[src/rtl/nn_pkg.sv]
// nn_pkg: state encoding and default dimensions shared by the activation
// collector and its interface.
package nn_pkg;

  localparam int NN_WORD_W     = 16;
  localparam int NN_NEURON_MAX = 256;
  localparam int NN_CNT_W      = $clog2(NN_NEURON_MAX + 1);
  localparam int NN_ADDR_W     = 8;

  typedef enum logic [1:0] {
    ST_IDLE    = 2'd0,
    ST_COLLECT = 2'd1,
    ST_WRITE   = 2'd2,
    ST_DONE    = 2'd3
  } state_t;

endpackage

[src/rtl/act_pack_if.sv]
// act_pack_if: layer control, activation-bit input and word-write output of
// act_pack. The slave modport is the collector side; master is its environment.
interface act_pack_if
  import nn_pkg::*;
#(
  parameter int WORD_W = NN_WORD_W,
  parameter int CNT_W  = NN_CNT_W,
  parameter int ADDR_W = NN_ADDR_W
);

  logic              layer_start;
  logic [CNT_W-1:0]  layer_len;
  logic              act_valid;
  logic              act_bit;
  logic              act_ready;
  logic              wr_valid;
  logic              wr_ready;
  logic [ADDR_W-1:0] wr_addr;
  logic [WORD_W-1:0] wr_data;
  logic              wr_last;
  logic              busy;
  logic              done;

  modport master (
    output layer_start, layer_len, act_valid, act_bit, wr_ready,
    input  act_ready, wr_valid, wr_addr, wr_data, wr_last, busy, done
  );

  modport slave (
    input  layer_start, layer_len, act_valid, act_bit, wr_ready,
    output act_ready, wr_valid, wr_addr, wr_data, wr_last, busy, done
  );

endinterface

[src/rtl/act_word_asm.sv]
// act_word_asm: LSB-first word assembler -- a bit-index counter plus the word
// register it fills. Clear wins over load.
module act_word_asm
  import nn_pkg::*;
#(
  parameter int WORD_W = NN_WORD_W,
  parameter int IDX_W  = $clog2(WORD_W)
) (
  input  logic              clk,
  input  logic              rst,
  input  logic              i_load,
  input  logic              i_bit,
  input  logic              i_clear,
  output logic [WORD_W-1:0] o_word,
  output logic [IDX_W-1:0]  o_bit_idx
);

  logic [WORD_W-1:0] r_word;
  logic [IDX_W-1:0]  r_idx;

  always_ff @(posedge clk or posedge rst) begin
    if (rst) begin
      r_word <= '0;
      r_idx  <= '0;
    end else if (i_clear) begin
      r_word <= '0;
      r_idx  <= '0;
    end else if (i_load) begin
      r_word[r_idx] <= i_bit;
      r_idx         <= r_idx + IDX_W'(1);
    end
  end

  assign o_word    = r_word;
  assign o_bit_idx = r_idx;

endmodule

[src/rtl/act_pack.sv]
// act_pack: collects one activation bit per neuron, packs them LSB-first into
// words and writes them out. Define ACT_PACK_POPCOUNT_EN to add pop_cnt.
module act_pack
  import nn_pkg::*;
#(
  parameter int WORD_W     = NN_WORD_W,
  parameter int NEURON_MAX = NN_NEURON_MAX,
  parameter int CNT_W      = NN_CNT_W,
  parameter int ADDR_W     = NN_ADDR_W
) (
  input  logic             clk,
  input  logic             rst,
  act_pack_if.slave        bus
`ifdef ACT_PACK_POPCOUNT_EN
  ,
  output logic [CNT_W-1:0] pop_cnt
`endif
);

  localparam int IDX_W = $clog2(WORD_W);

  state_t            r_state;
  state_t            w_state_next;
  logic [CNT_W-1:0]  r_len;
  logic [CNT_W-1:0]  r_acc_cnt;
  logic [ADDR_W-1:0] r_wr_addr;
  logic [IDX_W-1:0]  w_bit_idx;
  logic [WORD_W-1:0] w_word;
  logic [CNT_W-1:0]  w_len_clamped;
  logic              w_start;
  logic              w_accept;
  logic              w_word_end;
  logic              w_wr_hs;
  logic              w_last;
  logic              w_clear;

  assign w_start       = (r_state == ST_IDLE) && bus.layer_start;
  assign w_accept      = (r_state == ST_COLLECT) && bus.act_valid;
  assign w_wr_hs       = (r_state == ST_WRITE) && bus.wr_ready;
  assign w_last        = (r_acc_cnt == r_len);
  assign w_word_end    = w_accept && ((w_bit_idx == IDX_W'(WORD_W - 1)) ||
                                      (r_acc_cnt + CNT_W'(1) == r_len));
  assign w_clear       = w_start || (w_wr_hs && !w_last);
  assign w_len_clamped = (bus.layer_len > CNT_W'(NEURON_MAX)) ? CNT_W'(NEURON_MAX)
                                                              : bus.layer_len;

  always_ff @(posedge clk or posedge rst) begin
    if (rst) r_state <= ST_IDLE;
    else     r_state <= w_state_next;
  end

  // Handshake/status outputs decode the state register only.
  always_comb begin
    w_state_next  = r_state;
    bus.act_ready = 1'b0;
    bus.wr_valid  = 1'b0;
    bus.busy      = 1'b1;
    bus.done      = 1'b0;
    unique case (r_state)
      ST_IDLE: begin
        bus.busy = 1'b0;
        if (bus.layer_start)
          w_state_next = (bus.layer_len == '0) ? ST_DONE : ST_COLLECT;
      end
      ST_COLLECT: begin
        bus.act_ready = 1'b1;
        if (w_word_end) w_state_next = ST_WRITE;
      end
      ST_WRITE: begin
        bus.wr_valid = 1'b1;
        if (bus.wr_ready) w_state_next = w_last ? ST_DONE : ST_COLLECT;
      end
      ST_DONE: begin
        bus.done     = 1'b1;
        w_state_next = ST_IDLE;
      end
      default: w_state_next = ST_IDLE;
    endcase
  end

  always_ff @(posedge clk or posedge rst) begin
    if (rst) begin
      r_len     <= '0;
      r_acc_cnt <= '0;
      r_wr_addr <= '0;
    end else if (w_start) begin
      r_len     <= w_len_clamped;
      r_acc_cnt <= '0;
      r_wr_addr <= '0;
    end else begin
      if (w_accept) r_acc_cnt <= r_acc_cnt + CNT_W'(1);
      if (w_wr_hs)  r_wr_addr <= r_wr_addr + ADDR_W'(1);
    end
  end

  act_word_asm #(
    .WORD_W (WORD_W),
    .IDX_W  (IDX_W)
  ) u_word_asm (
    .clk       (clk),
    .rst       (rst),
    .i_load    (w_accept),
    .i_bit     (bus.act_bit),
    .i_clear   (w_clear),
    .o_word    (w_word),
    .o_bit_idx (w_bit_idx)
  );

  assign bus.wr_data = w_word;
  assign bus.wr_addr = r_wr_addr;
  assign bus.wr_last = (r_state == ST_WRITE) && w_last;

`ifdef ACT_PACK_POPCOUNT_EN
  logic [CNT_W-1:0] r_pop_cnt;

  always_ff @(posedge clk or posedge rst) begin
    if (rst)                           r_pop_cnt <= '0;
    else if (w_start)                  r_pop_cnt <= '0;
    else if (w_accept && bus.act_bit)  r_pop_cnt <= r_pop_cnt + CNT_W'(1);
  end

  assign pop_cnt = r_pop_cnt;
`endif

endmodule

[src/flat_wrapper.sv]
// flat-port wrapper written by rule: the top's interface ports become plain ports
module act_pack_flat import nn_pkg::*;
#(
  parameter int WORD_W     = NN_WORD_W,
  parameter int NEURON_MAX = NN_NEURON_MAX,
  parameter int CNT_W      = NN_CNT_W,
  parameter int ADDR_W     = NN_ADDR_W
)
  (clk, rst, bus_layer_start, bus_layer_len, bus_act_valid, bus_act_bit, bus_wr_ready, bus_act_ready, bus_wr_valid, bus_wr_addr, bus_wr_data, bus_wr_last, bus_busy, bus_done);
  act_pack_if #(.WORD_W(WORD_W), .CNT_W(CNT_W), .ADDR_W(ADDR_W)) bus_i ();
  input  logic clk;
  input  logic rst;
  input wire logic [$bits(bus_i.layer_start)-1:0] bus_layer_start;
  input wire logic [$bits(bus_i.layer_len)-1:0] bus_layer_len;
  input wire logic [$bits(bus_i.act_valid)-1:0] bus_act_valid;
  input wire logic [$bits(bus_i.act_bit)-1:0] bus_act_bit;
  input wire logic [$bits(bus_i.wr_ready)-1:0] bus_wr_ready;
  output wire logic [$bits(bus_i.act_ready)-1:0] bus_act_ready;
  output wire logic [$bits(bus_i.wr_valid)-1:0] bus_wr_valid;
  output wire logic [$bits(bus_i.wr_addr)-1:0] bus_wr_addr;
  output wire logic [$bits(bus_i.wr_data)-1:0] bus_wr_data;
  output wire logic [$bits(bus_i.wr_last)-1:0] bus_wr_last;
  output wire logic [$bits(bus_i.busy)-1:0] bus_busy;
  output wire logic [$bits(bus_i.done)-1:0] bus_done;
  assign bus_i.layer_start = bus_layer_start;
  assign bus_i.layer_len = bus_layer_len;
  assign bus_i.act_valid = bus_act_valid;
  assign bus_i.act_bit = bus_act_bit;
  assign bus_i.wr_ready = bus_wr_ready;
  assign bus_act_ready = bus_i.act_ready;
  assign bus_wr_valid = bus_i.wr_valid;
  assign bus_wr_addr = bus_i.wr_addr;
  assign bus_wr_data = bus_i.wr_data;
  assign bus_wr_last = bus_i.wr_last;
  assign bus_busy = bus_i.busy;
  assign bus_done = bus_i.done;
  act_pack #(.WORD_W(WORD_W), .NEURON_MAX(NEURON_MAX), .CNT_W(CNT_W), .ADDR_W(ADDR_W)) u_core (.clk(clk), .rst(rst), .bus(bus_i));
endmodule
[config.mk]
export PLATFORM = sky130hd
export DESIGN_NAME = act_pack_flat
export DESIGN_NICKNAME = d
export VERILOG_FILES = /design/src/rtl/nn_pkg.sv /design/src/rtl/act_pack_if.sv /design/src/rtl/act_word_asm.sv /design/src/rtl/act_pack.sv /design/src/flat_wrapper.sv
export SDC_FILE = /design/constraint.sdc
export NUM_CORES = 1
export LEC_CHECK = 0
export ABC_AREA = 1
export CAP_MARGIN = 15
export CORE_AREA = 2 2 98 124
export DETAILED_ROUTE_END_ITERATION = 8
export DIE_AREA = 0 0 100 126
export GPL_TIMING_DRIVEN = 1
export PLACE_DENSITY = 0.5
export SLEW_MARGIN = 20
export SYNTH_ARGS = -nofsm -noshare
export SYNTH_HDL_FRONTEND = slang
export SYNTH_HIERARCHICAL = 1
export SYNTH_SLANG_ARGS = --single-unit
[constraint.sdc]
create_clock -name clk -period 3.7 [get_ports clk]
set_input_delay 0.37 -clock clk [delete_from_list [all_inputs] [get_ports clk]]
set_output_delay 0.37 -clock clk [all_outputs]
set_load 0.02 [all_outputs]
==> Yosys cells after proc, flatten, opt, wreduce, memory -nomap -nowiden <==
Index checks and enable logic that the tools add are counted.
{ "word_totals": {"wordCells": 59, "inputBits": 15, "reg_bits": 48} }
{ "op_classes": {"add_sub_neg": 3, "reduce_logical": 16, "n_lt_le_gt_ge": 3, "n_mux": 22, "eq_ne": 9} }
{ "op_table": {"columns": ["operator", "n"], "rows": [
  ["16-bit two-way mux", 2],
  ["9-bit two-way mux", 3],
  ["9-bit == test", 2],
  ["16-bit bitwise mux", 1],
  ["8-bit two-way mux", 2],
  ["2-bit two-way mux", 5],
  ["9-bit by 1-bit adder with 9-bit output (second input constant)", 1],
  ["9-bit > comparator (second input constant)", 1],
  ["9-bit zero test", 1],
  ["8-bit by 1-bit adder with 8-bit output (second input constant)", 1],
  ["4-bit two-way mux", 2],
  ["2-bit one-hot mux with 4 select lines", 1],
  ["1-bit logical AND", 7],
  ["2-bit nonzero test", 3],
  ["4-bit by 5-bit less-than comparator with 1-bit output (second input constant)", 1],
  ["1-bit two-way mux", 5],
  ["4-bit by 1-bit adder with 4-bit output (second input constant)", 1],
  ["1-bit demux with 4-bit select", 1],
  ["2-bit == test (second input constant)", 2],
  ["4-bit == test (second input constant)", 1],
  ["4-bit by 1-bit greater-or-equal comparator with 1-bit output (second input constant)", 1],
  ["2-bit inequality test (second input constant)", 2],
  ["3-bit AND reduction", 1],
  ["2-bit by 1-bit == test with 1-bit output (second input constant)", 1],
  ["other kinds (4)", 5]
]} }

==> Depth between registers and ports, before layout <==
{ "depth": {"ltp_word": 7, "mapped_depth": 15} }

==> Cells and area by module <==
Netlist, hierarchy kept.
{ "by_module_without_submodules": {"columns": ["mod", "area_each_um2", "instances", "cells_per_inst"], "rows": [
  ["act_pack", 1694.1, 1, 232],
  ["act_word_asm", 1092.3, 1, 152]
]} }

==> Least setup slack after synthesis <==
OpenSTA, ideal clock, no wires.
{ "synth_path": {"path_type": "register -> register", "startpoint": "reg u_core.r_state[0]", "endpoint": "reg u_core.u_word_asm.r_word[0] (netlist: u_core/u_word_asm/o_word[0])", "setup_ps": 117, "path_slack_ps": 1958, "t_arrival_ps": 1625, "path_stages_with_launch": 11, "required_ps": 3583, "path_buffers": 1, "period_less_slack_ps": 1742, "cell_sequence": "dfrtp_1 > inv_1 > nor2_2 > nand2_1 > inv_2 > clkbuf_2 > nand2_1 > inv_1 > nand2_1 > nand3_1 > nand2_1"} }
{ "synth_between": {"word_cells_on_any_way": 10, "cone_classes": "2 x eq/ne; 1 x mux; 7 x reduce/logical"} }
{ "synth_lines": {"columns": ["element", "line", "text"], "rows": [
  ["start, declared", "act_pack.sv:22", "state_t r_state;"],
  ["start signal, assigned", "act_pack.sv:49", "else r_state <= w_state_next;"],
  ["2-bit by 1-bit == test with 1-bit output", "act_pack.sv:38", "assign w_accept = (r_state == ST_COLLECT) && bus.act_valid;"],
  ["1-bit logical AND", "act_pack.sv:38", null],
  ["named net u_core.w_accept", "act_pack.sv:31", "logic w_accept;"],
  ["2-bit nonzero test (no line)", null, null],
  ["end signal, assigned by index", "act_word_asm.sv:29", "r_word[r_idx] <= i_bit;"],
  ["end, declared", "act_word_asm.sv:18", "logic [WORD_W-1:0] r_word;"]
]} }
The timed path passes the listed nets, and every way through them passes these cells.
A chain may end at the register's enable or synchronous reset.

==> Worst setup path in the final report <==
{ "layout_path": {"startpoint": "reg u_core.r_acc_cnt[0]", "endpoint": "out bus_wr_last"} }
{ "layout_between": {"elab_chain_len": 2} }
{ "layout_rtl": {"columns": ["element", "line", "text"], "rows": [
  ["start, declared", "act_pack.sv:25", "logic [CNT_W-1:0] r_acc_cnt;"],
  ["start signal, assigned", "act_pack.sv:91", "if (w_accept) r_acc_cnt <= r_acc_cnt + CNT_W'(1);"],
  ["9-bit == test", "act_pack.sv:40", "assign w_last = (r_acc_cnt == r_len);"],
  ["1-bit logical AND", "act_pack.sv:111", "assign bus.wr_last = (r_state == ST_WRITE) && w_last;"],
  ["end, declared", "flat_wrapper.sv:22", "output wire logic [$bits(bus_i.wr_last)-1:0] bus_wr_last;"]
]} }
No other way between the ends.

==> qor.yml <==
status:
  outcome: "complete, no violations"
run:
  drv_cap: 0
sta:
  tightest_slew_ns: 0.8256
  drv_slew: 0
  setup_tns_ns: 0
  relSlewSlack_pct: 44.90
  rsz0062_at_grt: "false"
  finalHoldViolations: 0
  setup_viol: 0
  period_needed_ns: 2.584
  fin_skew_ns: 0.005082
  fmax_ghz: 0.3870
  fin_crit_sh_pct: 69.84
drt:
  firstDrtPassIters: 4
  wirelength_met1_mm: 3.033
  drc: 0
  viasPerCell: 4.482
  wl_per_cell_um: 12.05
  drtAntennaViolNets: 0
  drt-total-wl_mm: 6.867
  route.met3.wl_um: 240
  topRoutingLayerUsed: "met4"
  wl_met2_mm: 3.503
  drtIter0Drc: 109
  num_vias: 2555
logic_synthesis:
  syn_area_sq_um: 2786
  seq_area_frac_synth_pct: 43.11
  synth_top_area_cell: "dfrtp_1"
  ys_seq_elements: 48
  postSynthAreaPerCell_sq_um: 7.256
  synth_area_leaders: "dfrtp_1, nand2_1, nand3_1"
  ys_warn_count: 6
  synth_cells: 384
  netlist.area_leader.share_pct: 43.11
  ys_types: 31
  mappedNetlistNets: 405
cts:
  clock_path_buffers: 2
  post-cts-setup-buffers: 0
  htree_num_levels: 2
  hold_buffers: 0
  cts-root-buf: "clkbuf_16"
  clock_latency_ns: 0.29
  cts.sinks: 48
  clk_pin_slew_worst_paths_ns: 0.06
  ctsResizeCount: 0
  cts_buffers: 5
  cts_tree: "built"
global_routing:
  antenna_found_initial: 0
  grt-ovfl-total: 0
  grt_pass1_wl_mm: 11.40
  grt_pass1_vias: 2396
  grt_max_degree: 29
  track_usage_pct: 11.31
power_and_ir_drop:
  total_power_mw: 2.089
  irDropWorstVdd_v: 0.0002071
  pwr_density_cell_nw_per_um2: 590.6
  leakage_nw: 1.717
die:
  core_area_sq_um: 11450
  initial_core_util_pct: 24.33
  die_width_um: 100
  num_rows: 44
  fp.dieH_um: 126
  io_pins: 44
  dieArea_sq_um: 12600
cells_and_area:
  final_layout_size_suffix_gt1_share_pct: 7.407
  fillers: 1248
  areaGrowthSynthToFinish_pct: 26.94
  n_antenna_cell: 0
  finish.net_count: 452
place:
  hpwl_mm: 5.171
  port_buffers: 43
  gp_congestion: 0.7678
critical_path:
  endpoint_kind: "output pin"
  r2r-start: "u_core/r_acc_cnt[0]"
  worstPathMaxFanout: 4
  critPathArrivalTime_ns: 2.21
  r2r_cells: 13
  setup.worst_path.start: "u_core/r_acc_cnt[0]"
  reg2reg_to: "u_core/u_word_asm/o_word[5]"
  cp.required_ns: 3.33
  crit_path_end: "bus_wr_last"
  r2r_setup_slack_ns: 1.39
  start_kind: "flop"
  critPathKind: "flop to output pin"
hold_path:
  hold_class: "flop to flop"
==> registers in the layout (all words and copies together), names as in the netlist <==
| signal | cells |
|---|---|
| u_core/bus.wr_addr | 8 |
| u_core/u_word_asm/o_word | 16 |
| u_core/u_word_asm/o_bit_idx | 4 |
| u_core/r_state | 2 |
| u_core/r_acc_cnt | 9 |
| u_core/r_len | 9 |
==> synthesized netlist by cell type (all sizes together) <==
cell	instances
o31ai	1
xnor2	1
buf	4
a21oi	6
inv	53
or2	1
nor4	2
and2	1
o211ai	1
nor3	9
a31oi	3
nor2	42
o21ai	31
nand4	1
nand2	122
dfrtp	48
nand3	40
a22oi	2
xor2	5
o22ai	1
o21a	3
ha	6
clkbuf	1
==> layout make-up <==
type | count | area (sq um) | share of cell area [%]
clock inverter | 2 | 35.03 | 0.9904
clock buffer | 6 | 128.9 | 3.643
sequential | 48 | 1201 | 33.96
multi-input combinational | 278 | 1355 | 38.31
inverter | 53 | 198.9 | 5.624
tap | 138 | 172.7 | 4.882
timing repair buffer | 45 | 445.4 | 12.59
==> report_power, final <==
group	leakage (nW)	internal, mW	switching [mW]	total, mW
clock	0.0808	0.318	0.193	0.511
sequential	0.651	0.635	0.106	0.741
combinational	0.986	0.304	0.533	0.837
total	1.72	1.26	0.832	2.09
==> how the worst min path moves through the flow <==
stage                     cells after the start             startpoint                             end  slack [ns]
after floorplan                               1                    rst  u_core/u_word_asm/o_bit_idx[0]        0.33
after global placement                        1  u_core/bus.wr_addr[7]           u_core/bus.wr_addr[7]        0.45
after detailed placement                      1  u_core/bus.wr_addr[7]           u_core/bus.wr_addr[7]        0.46
after CTS                                     1  u_core/bus.wr_addr[7]           u_core/bus.wr_addr[7]        0.47
after global routing                          1  u_core/bus.wr_addr[7]           u_core/bus.wr_addr[7]        0.51
final                                         1  u_core/bus.wr_addr[7]           u_core/bus.wr_addr[7]        0.47
==> cells by family after synthesis <==
logic type	share of synthesized area, %
buf+inv	8.262
compound gates	9.430
fa+ha+maj	2.694
xor+xnor	1.886
simple gates	34.62
flops	43.11
==> per-layer routing <==
metal / vias up / global-route usage [%]
met5: - / 0
met4: 0 / 3.384
met3: 7 / 2.220
met2: 47 / 20.47
met1: 1183 / 13.38
li1: 1318 / -
==> metrics by stage <==
stage / std cells / util (%) / area (sq um) / setup slack, ns / hold slack, ns
after floorplan: 384 / - / 2786 / 1.958 / 0.3338
after global placement: 562 / 29.46 / 3373 / 1.414 / 0.4547
after detailed placement: 562 / 29.46 / 3373 / 1.374 / 0.4604
after CTS: 570 / 30.89 / 3537 / 1.104 / 0.4745
after global routing: 570 / 30.89 / 3537 / 1.006 / 0.5111
final: 570 / 30.89 / 3537 / 1.116 / 0.4666
==> worst max-delay path, stage by stage, from the launching register on <==
cell             delay [ns]
dfrtp_1                0.42
inv_2                  0.11
nand2_1                0.06
nand2_1                0.07
inv_1                  0.05
nor4_2                 0.38
nand3_1                0.18
inv_1                  0.08
clkdlybuf4s50_1        0.60
==> cells in the final DEF, fill, tap and decap left out, types with 4 or more instances in the layout <==
| cell | Yosys | final |
|---|---|---|
| nand2_1 | 117 | 117 |
| dfrtp_1 | 48 | 48 |
| inv_1 | 47 | 47 |
| clkdlybuf4s50_1 | 0 | 43 |
| nand3_1 | 40 | 40 |
| nor2_1 | 36 | 36 |
| o21ai_0 | 17 | 17 |
| o21ai_1 | 14 | 14 |
| nor3_1 | 7 | 7 |
| inv_2 | 6 | 6 |
| a21oi_1 | 6 | 6 |
| ha_1 | 6 | 6 |
| clkbuf_16 | 0 | 5 |
| xor2_1 | 5 | 5 |
| nand2_2 | 4 | 4 |
Power figures use the tool's default switching activity.
